==> src/rtl/exp4_unidade_controle_pkg.sv <==
// Shared definitions for the exp4 control unit: state codes, output bundle,
// default timeout and the Moore output decode.
package exp4_unidade_controle_pkg;

    localparam int unsigned TIMEOUT_DEFAULT = 3000;
    localparam logic [3:0]  DB_INVALIDO     = 4'hF;

    typedef enum logic [3:0] {
        INICIAL     = 4'h0,
        PREPARACAO  = 4'h1,
        ESPERA      = 4'h2,
        REGISTRA    = 4'h4,
        COMPARACAO  = 4'h5,
        PROXIMO     = 4'h6,
        FIM_ACERTO  = 4'hA,
        FIM_TIMEOUT = 4'hD,
        FIM_ERRO    = 4'hE
    } estado_t;

    typedef struct packed {
        logic zera_c;
        logic zera_r;
        logic registra_r;
        logic conta_c;
        logic pronto;
        logic acertou;
        logic errou;
        logic timeout;
    } saidas_t;

    function automatic saidas_t decodifica(estado_t e);
        saidas_t s;
        s = '0;
        case (e)
            INICIAL, PREPARACAO: begin
                s.zera_c = 1'b1;
                s.zera_r = 1'b1;
            end
            REGISTRA:    s.registra_r = 1'b1;
            PROXIMO:     s.conta_c    = 1'b1;
            FIM_ACERTO:  begin s.pronto = 1'b1; s.acertou = 1'b1; end
            FIM_ERRO:    begin s.pronto = 1'b1; s.errou   = 1'b1; end
            FIM_TIMEOUT: begin s.pronto = 1'b1; s.timeout = 1'b1; end
            default:     s = '0;
        endcase
        return s;
    endfunction

endpackage

==> src/rtl/exp4_unidade_controle_edge_detector.sv <==
// Rising-edge detector: one-cycle pulse when sinal is high and was low at the
// previous clock edge.
module edge_detector (
    input  logic clock,
    input  logic reset,
    input  logic sinal,
    output logic pulso
);

    logic anterior;

    always_ff @(posedge clock or negedge reset) begin
        if (!reset) anterior <= 1'b0;
        else        anterior <= sinal;
    end

    assign pulso = sinal & ~anterior;

endmodule

==> src/rtl/exp4_unidade_controle.sv <==
// Control unit for the memory game round: sequences register/compare/advance
// per player move and ends in win, error or timeout.
module exp4_unidade_controle
    import exp4_unidade_controle_pkg::*;
#(
    parameter int unsigned TIMEOUT = TIMEOUT_DEFAULT
) (
    input  logic       clock,
    input  logic       reset,
    input  logic       iniciar,
    input  logic       jogada,
    input  logic       igual,
    input  logic       fimC,
    output logic       zeraC,
    output logic       zeraR,
    output logic       registraR,
    output logic       contaC,
    output logic       pronto,
    output logic       acertou,
    output logic       errou,
    output logic       timeout,
    output logic [3:0] db_estado
);

    localparam int unsigned    CW     = (TIMEOUT > 1) ? $clog2(TIMEOUT) : 1;
    localparam logic [CW-1:0]  LIMITE = CW'(TIMEOUT - 1);

    estado_t       estado;
    estado_t       proximo_estado;
    saidas_t       saidas;
    logic [CW-1:0] conta_tempo;
    logic          pulso_jogada;
    logic          expirou;

    edge_detector u_detector (
        .clock (clock),
        .reset (reset),
        .sinal (jogada),
        .pulso (pulso_jogada)
    );

    // A move arriving on the last allowed cycle takes priority over expiry.
    assign expirou = (conta_tempo == LIMITE) && !pulso_jogada;

    always_comb begin
        proximo_estado = INICIAL;
        case (estado)
            INICIAL:     proximo_estado = iniciar ? PREPARACAO : INICIAL;
            PREPARACAO:  proximo_estado = ESPERA;
            ESPERA: begin
                if (pulso_jogada) proximo_estado = REGISTRA;
                else if (expirou) proximo_estado = FIM_TIMEOUT;
                else              proximo_estado = ESPERA;
            end
            REGISTRA:    proximo_estado = COMPARACAO;
            COMPARACAO: begin
                if (!igual)    proximo_estado = FIM_ERRO;
                else if (fimC) proximo_estado = FIM_ACERTO;
                else           proximo_estado = PROXIMO;
            end
            PROXIMO:     proximo_estado = ESPERA;
            FIM_ACERTO, FIM_TIMEOUT, FIM_ERRO:
                         proximo_estado = iniciar ? PREPARACAO : estado;
            default:     proximo_estado = INICIAL;
        endcase
    end

    // Outputs are registered from the next state so they line up with estado.
    always_ff @(posedge clock or negedge reset) begin
        if (!reset) begin
            estado      <= INICIAL;
            saidas      <= decodifica(INICIAL);
            conta_tempo <= '0;
        end else begin
            estado      <= proximo_estado;
            saidas      <= decodifica(proximo_estado);
            conta_tempo <= (estado == ESPERA && proximo_estado == ESPERA)
                           ? conta_tempo + 1'b1 : '0;
        end
    end

    always_comb begin
        db_estado = DB_INVALIDO;
        case (estado)
            INICIAL, PREPARACAO, ESPERA, REGISTRA, COMPARACAO, PROXIMO,
            FIM_ACERTO, FIM_TIMEOUT, FIM_ERRO: db_estado = estado;
            default:                           db_estado = DB_INVALIDO;
        endcase
    end

    assign zeraC     = saidas.zera_c;
    assign zeraR     = saidas.zera_r;
    assign registraR = saidas.registra_r;
    assign contaC    = saidas.conta_c;
    assign pronto    = saidas.pronto;
    assign acertou   = saidas.acertou;
    assign errou     = saidas.errou;
    assign timeout   = saidas.timeout;

endmodule

==> config.mk <==
export PLATFORM = sky130hd
export DESIGN_NAME = exp4_unidade_controle
export DESIGN_NICKNAME = d
export VERILOG_FILES = /design/src/rtl/exp4_unidade_controle_pkg.sv /design/src/rtl/exp4_unidade_controle_edge_detector.sv /design/src/rtl/exp4_unidade_controle.sv
export SDC_FILE = /design/constraint.sdc
export NUM_CORES = 1
export LEC_CHECK = 0
export ABC_AREA = 1
export CAP_MARGIN = 20
export CORE_MARGIN = 8
export CORE_UTILIZATION = 52
export DETAILED_ROUTE_END_ITERATION = 8
export PLACE_DENSITY = 0.76
export SYNTH_ARGS = -nofsm -noshare
export SYNTH_HDL_FRONTEND = slang
export SYNTH_SLANG_ARGS = --single-unit
==> constraint.sdc <==
create_clock -name clock -period 1.6 [get_ports clock]
set_input_delay 0.24 -clock clock [delete_from_list [all_inputs] [get_ports clock]]
set_output_delay 0.24 -clock clock [all_outputs]
set_load 0.01 [all_outputs]
==> results of run 1 <==
worst max path at each step:
stage	slack (ns)	end
final	0.06	db_estado[0]
after detailed placement	-0.02	db_estado[3]
after global placement	0.03	db_estado[2]
after global routing	-0.001	db_estado[2]
after CTS	0.02	db_estado[1]
after floorplan	0.28	conta_tempo[10]
layer usage:
layer	track usage, %	vias up	part of all wire (%)
li1	-	516	-
met3	2.75	7	5.0
met4	6.54	0	2.2
met5	0	-	0
met1	13.0	451	43
met2	22.7	27	50
Yosys cell counts (2+ instances only):
cell type,instances,share of area [%]
nand2_1,35,11
nor2_1,33,10
dfrtp_1,23,47
inv_1,17,5.2
nand2_2,7,3.6
nand3_1,5,2.0
nor2_2,5,2.6
xor2_1,5,3.6
inv_2,4,1.2
a21oi_1,2,0.82
buf_4,2,1.2
nand4_1,2,1.0
nor3b_1,2,1.2
xnor2_1,2,1.4
final cells by class:
| class | count | share of cell area (%) |
|---|---|---|
| multi-input cells | 105 | 35.5 |
| flip-flops and latches | 24 | 38.8 |
| well taps | 28 | 2.26 |
| repair buffers | 26 | 14.7 |
| clock inverters | 1 | 1.94 |
| inverters | 22 | 5.40 |
| clock buffers | 3 | 1.45 |
state kept, by name (all words and copies together), names as in the netlist:
signal               count
contaC                   1
pronto                   1
zeraC                    1
estado                   4
acertou                  1
errou                    1
conta_tempo             12
timeout                  1
u_detector.anterior      1
registraR                1
kinds of logic after synthesis:
group           synth area share (%)
simple gates                    34.8
xor+xnor                        5.02
flops                           49.2
buf+inv                         8.08
compound gates                  1.84
fa+ha+maj                       1.02
power by group through the flow:
stage                     clock, uW  combinational, uW  sequential, uW
final                           435               1040             767
after CTS                       439               1020             765
after detailed placement          0               1030             776
after floorplan                   0                539             791
after global placement            0               1000             767
after global routing            463               1150             773
timing repair:
item	4_1_cts	5_1_grt
setup buffers	2	0
setup endpoints to repair	6	7
gates resized for setup	20	7
pin swaps	1	1
hold buffers	0	0
worst reg2reg max path: stages, from the launching register on:
cell     delay, ns
dfrtp_1       0.43
buf_4         0.17
nor2_1        0.14
nand2_1       0.13
nor2_4        0.14
nand2_4       0.10
buf_12        0.15
nor3b_1       0.16
through the flow:
stage / hold slack [ns] / setup WS, ns / area [um^2] / instances
4_1_cts: 0.265 / 0.0175 / 1540 / 209
3_5_place_dp: 0.457 / -0.0245 / 1480 / 203
3_3_place_gp: 0.442 / 0.0289 / 1480 / 203
5_1_grt: 0.277 / -0.00134 / 1550 / 209
6_report: 0.256 / 0.0634 / 1550 / 209
2_1_floorplan: -0.0556 / 0.278 / 1220 / 153
cell usage in the layout (no fill, tap or decap):
cell type	synthesis	layout
nor3_2	1	1
a21oi_1	2	1
ha_1	1	1
a21oi_2	0	1
nand3_2	1	2
o21ai_0	1	1
clkinv_2	1	1
nand2_1	35	33
nand2_2	7	8
buf_4	2	8
inv_2	4	5
clkdlybuf4s50_1	0	11
clkbuf_4	0	3
xnor2_1	2	2
nand2_4	1	2
inv_1	17	16
nand3_1	5	4
buf_2	0	4
o211ai_1	1	1
dfrtp_1	23	23
bufinv_16	0	1
dlygate4sd2_1	0	2
nand4_1	2	2
nor3b_1	2	2
nor2_1	33	31
nor2_2	5	6
xor2_1	5	5
nor2_4	1	2
buf_12	0	1
dfstp_2	1	1
==> metrics.md, run 1 <==
| Metric | Value |
|---|---|
| Status | `complete, no violations` |
| WS Path Type | `flip-flop to output port` |
| Critical-path top delay cell | `dfrtp_1` |
| Worst Hold Class | `input pin to async pin` |
| Startpoint types | `flip-flop` |
| Post-Syn Area per Cell | `approximately 8 um^2` |
| Top FF cell, synth | `dfrtp_1` |
| Mapped Cells | `around 150` |
| Fin crit share | `96.0%` |
| CTS H-tree depth | `1` |
| DRC viols | `0` |
| Full die area | `0.00416 mm^2` |
| Clk sinks | `24` |
| Internal reg-to-reg setup slack | `0.10 ns` |
| Final #Nets | `189` |
| Synthesized flop and latch total | `24` |
| Layout overhead on the synthesized area | `26.9%` |
| Layout cells sized above 1 | `around 25%` |
| Worst-path maximum fanout | `3` |
| Syn Nets | `160` |
| Slew headroom | `79.1%` |
| Number of fillers in the final layout | `177` |
| Global-route wire length before repair | `4180 um` |
| Initial antenna violation count | `0` |
| Post-layout util | `70.1%` |
| Worst-Margin Slew | `0.312 ns` |
| Num CTS Buffers | `3` |
| Die Y | `64.5 um` |
| Post-synthesis cell area | `0.00122 mm^2` |
| Setup_tns | `0 ns` |
| Switching part of the total | `37.3%` |
| Rows | `17` |
| Worst vdd ir | `1.07 mV` |
| Critical-path cell list | `inv_2 > buf_4 > nand2_2 > nor2_2 > nor2_1 > buf_2` |
| Post-DR vias/cell | `4.79` |
| Req. time, crit path | `around 1.4 ns` |
| Internal power | `1410 uW` |
| Yosys cell types | `23` |
| Initial core utilization | `approximately 55%` |
| IO Pins | `18` |
| Routed Antenna Nets | `0` |
| # port buffers | `17` |
| Crit end category | `output port` |
| R2R depth | `7` |
| CTS tree | `built` |
| Startpoint of the worst register-to-register path | `estado[2]` |
| Gr ovfl total | `0` |
| Post-synth EDFFs | `0` |
| Clk buf depth | `2` |
| Power Density | `1450 mW/mm^2` |
| Number of diodes | `0` |
| CP Depth | `6` |
| Reg2Reg Capture Point | `conta_tempo[3]` |
| WP buf/inv | `3` |
| Sequential area share after synthesis | `49.2%` |
| DIE WIDTH | `64.5 um` |
| CP arrival | `about 1.3 ns` |
| Pins Over Slew Limit | `0` |
| MaxCap Viol Count | `0` |
| P_sw | `837 uW` |
| Top Family by Delay on Critical Path | `flip-flops` |
| Drt total wl | `around 2500 um` |
| Clk slew on worst S/H paths | `0.13 ns` |
| Via count | `1001` |
| DR iter-0 viols | `31` |
| Design Power | `~2200 uW` |
| Post-synth ARST share | `100%` |
| Share of total power in combinational logic | `46.4%` |
| Clock Power Share | `19.4%` |
| Sequential power share | `between 30% and 40%` |
| RD Place Congestion | `0.826` |
| Largest net degree at the start of global routing | `25` |
| Multi-input logic area | `roughly 550 um^2` |
| Number of global-route vias before repair | `1012` |
| HPWL after DPL | `approximately 1900 um` |
| Synth warn | `0` |
| Leakage | `~0.00076 uW` |
| Worst skew pair latency | `roughly 0.31 ns` |
| Sequential Area | `602 um^2` |
| Pre-Repair DR Iteration Count | `4` |
| Gr usage total | `approximately 12%` |
| Critical path's largest stage delay | `~0.44 ns` |
| RSZ-0062 raised after global routing | `yes` |
| Max Clock Skew | `0.00411 ns` |
| Fmax | `651 MHz` |
| Tmin final | `1.54 ns` |
| Critical path origin | `estado[1]` |
| CTS Root Cell | `clkbuf_4` |
| Final setup vio count | `0` |
| DR WL/cell | `around 12 um` |
| Core Box Area | `0.00221 mm^2` |
| Hold Vio Cnt, Final | `0` |
Power figures use the tool's default switching activity.
==> run 2, diff against run 1 <==
- CAP_MARGIN: 20 -> default
- CORE_MARGIN: 8 -> 4
- PLACE_DENSITY: 0.76 -> 0.84
==> metrics.md, run 2 (synthesis gave the netlist of run 1 again) <==
| Metric | Value |
|---|---|
| Status | `complete, no violations (unchanged)` |
| Gr ovfl total | `0 (unchanged)` |
| RD Place Congestion | `0.819 (was 0.826)` |
| Switching part of the total | `37.5% (was 37.3%)` |
| Hold Vio Cnt, Final | `0 (unchanged)` |
| Number of diodes | `0 (unchanged)` |
| Internal power | `1430 uW (was 1410 uW)` |
| CTS Root Cell | `clkbuf_4 (unchanged)` |
| CTS tree | `built (unchanged)` |
| Worst-Margin Slew | `0.358 ns (was 0.312 ns)` |
| Sequential power share | `33.9% (was 34.2%)` |
| Most common cell after layout, fill and taps aside | `nand2_1 (unchanged)` |
| Leading registers by flop count | `conta_tempo (12), estado (4) (unchanged)` |
| Layout overhead on the synthesized area | `29.7% (was 26.9%)` |
| Layout cells sized above 1 | `29.0% (was 25.4%)` |
| Initial core utilization | `54.7% (was 55.3%)` |
| Leakage | `0.000789 uW (was 0.000764 uW)` |
| Full die area | `0.00319 mm^2 (was 0.00416 mm^2)` |
| Worst Hold Class | `input pin to async pin (unchanged)` |
| Crit end category | `output port (unchanged)` |
| # port buffers | `17 (unchanged)` |
| P_sw | `854 uW (was 837 uW)` |
| Rows | `17 (unchanged)` |
| Pins Over Slew Limit | `0 (unchanged)` |
| Req. time, crit path | `1.36 ns (about the same)` |
| Post-DR vias/cell | `5.00 (was 4.79)` |
| Post-layout util | `71.0% (was 70.1%)` |
| Clk slew on worst S/H paths | `0.13 ns (about the same)` |
| Fin crit share | `97.8% (was 96.0%)` |
| Tmin final | `1.56 ns (was 1.54 ns)` |
| Clk sinks | `24 (unchanged)` |
| IO Pins | `18 (unchanged)` |
| Startpoint types | `flip-flop (unchanged)` |
| CTS H-tree depth | `1 (unchanged)` |
| Max FFs per register | `12 (unchanged)` |
| # hold bufs at CTS | `0 (unchanged)` |
| Largest net degree at the start of global routing | `25 (unchanged)` |
| Max Clock Skew | `0.00938 ns (was 0.00411 ns)` |
| Pre-Repair DR Iteration Count | `4 (unchanged)` |
| Clk buf depth | `2 (unchanged)` |
| RSZ-0062 raised after global routing | `yes (unchanged)` |
| DR iter-0 viols | `19 (was 31)` |
| Clock Power Share | `18.9% (was 19.4%)` |
| Setup_tns | `0 ns (unchanged)` |
| HPWL after DPL | `1900 um (was 1910 um)` |
| Placement Cell Area | `0.00146 mm^2 (was 0.00148 mm^2)` |
| Gr usage total | `17.2% (was 12.5%)` |
| Fmax | `639 MHz (was 651 MHz)` |
| Power Density | `1440 mW/mm^2 (was 1450 mW/mm^2)` |
| DIE WIDTH | `56.5 um (was 64.5 um)` |
| Via count | `1071 (was 1001)` |
| Worst vdd ir | `1.29 mV (was 1.07 mV)` |
| Share of total power in combinational logic | `47.2% (was 46.4%)` |
| WS Path Type | `flip-flop to output port (unchanged)` |
| Core Box Area | `0.00223 mm^2 (was 0.00221 mm^2)` |
| Fin area | `0.00159 mm^2 (was 0.00155 mm^2)` |
| Number of fillers in the final layout | `164 (was 177)` |
| Worst skew pair latency | `0.31 ns (about the same)` |
| Final #Nets | `194 (was 189)` |
| Slew headroom | `76.0% (was 79.1%)` |
| Routed Antenna Nets | `0 (unchanged)` |
| Commonest cells after routing, fill and taps aside | `nand2_1 (33), nor2_1 (29), dfrtp_1 (23) (was nand2_1 (33), nor2_1 (31), dfrtp_1 (23))` |
| Worst-path maximum fanout | `4 (was 3)` |
| DR WL/cell | `12.2 um (was 11.9 um)` |
| Initial antenna violation count | `0 (unchanged)` |
| Die Y | `56.5 um (was 64.5 um)` |
| CP arrival | `1.32 ns (was 1.30 ns)` |
| DRC viols | `0 (unchanged)` |
| Drt total wl | `2610 um (was 2480 um)` |
| Final setup vio count | `0 (unchanged)` |
| WHS | `0.268 ns (was 0.256 ns)` |
| MaxCap Viol Count | `0 (unchanged)` |
| Number of global-route vias before repair | `1099 (was 1012)` |
| Biggest register | `conta_tempo (unchanged)` |
| Global-route wire length before repair | `4390 um (was 4180 um)` |
| Num CTS Buffers | `3 (unchanged)` |
run 2: cell types whose count changed in the layout (fill, tap and decap cells not counted), sizes merged:
cell and change:
clkbuf +1, buf +4
run 2: timing repair:
item / CTS / global route
setup buffers: 4 / 4
pin swaps: 1 / 1
gates resized for setup: 15 / 14
setup endpoints to repair: 6 / 13
run 2: final timing paths:
kind | startpoint | slack, ns | cells after the start | to
setup / recovery | estado[0] | 0.04 | 7 | db_estado[3]
hold / removal | reset | 0.27 | 2 | acertou
setup reg to reg | estado[1] | 0.11 | 11 | timeout
hold reg to reg | conta_tempo[9] | 0.57 | 2 | conta_tempo[9]
max in group asynchronous | reset | 1.04 | 2 | zeraC
min in group clock | jogada | 0.39 | 1 | u_detector.anterior
run 2: metal layers:
layer	track usage, %	vias up	part of all wire, %
met4	6.78	0	2.8
met3	2.76	11	4.2
li1	-	526	-
met5	0	-	0
met2	32.0	29	52
met1	19.0	505	41
run 2: layout make-up:
class	count	area [um^2]	area share [%]
timing repair buffer	31	256	16.2
inverter	22	83.8	5.29
clock buffer	3	22.5	1.42
tap	28	35.0	2.21
clock inverter	1	30.0	1.89
multi-input combinational	105	556	35.0
sequential	24	602	38.0
run 2: power groups by stage:
stage          combinational, uW  sequential (uW)  clock (uW)
4_1_cts                     1020              762         438
3_3_place_gp                 938              768           0
3_5_place_dp                 977              778           0
2_1_floorplan                539              791           0
6_report                    1070              773         431
5_1_grt                     1180              784         470
run 2: per-stage QoR:
stage                     worst slack (ns)  power (uW)  cells
after floorplan                      0.278        1330    153
after global placement              0.0477        1710    202
after detailed placement           -0.0438        1760    202
after CTS                          -0.0566        2220    210
after global routing               -0.0392        2430    214
final                               0.0353        2280    214
run 2: critical path: stages, from the launching register on:
cell,delay [ns]
dfrtp_1,0.44
inv_2,0.08
nand2_4,0.08
nand2_2,0.07
a21oi_2,0.10
inv_1,0.06
nand2_1,0.06
buf_2,0.12
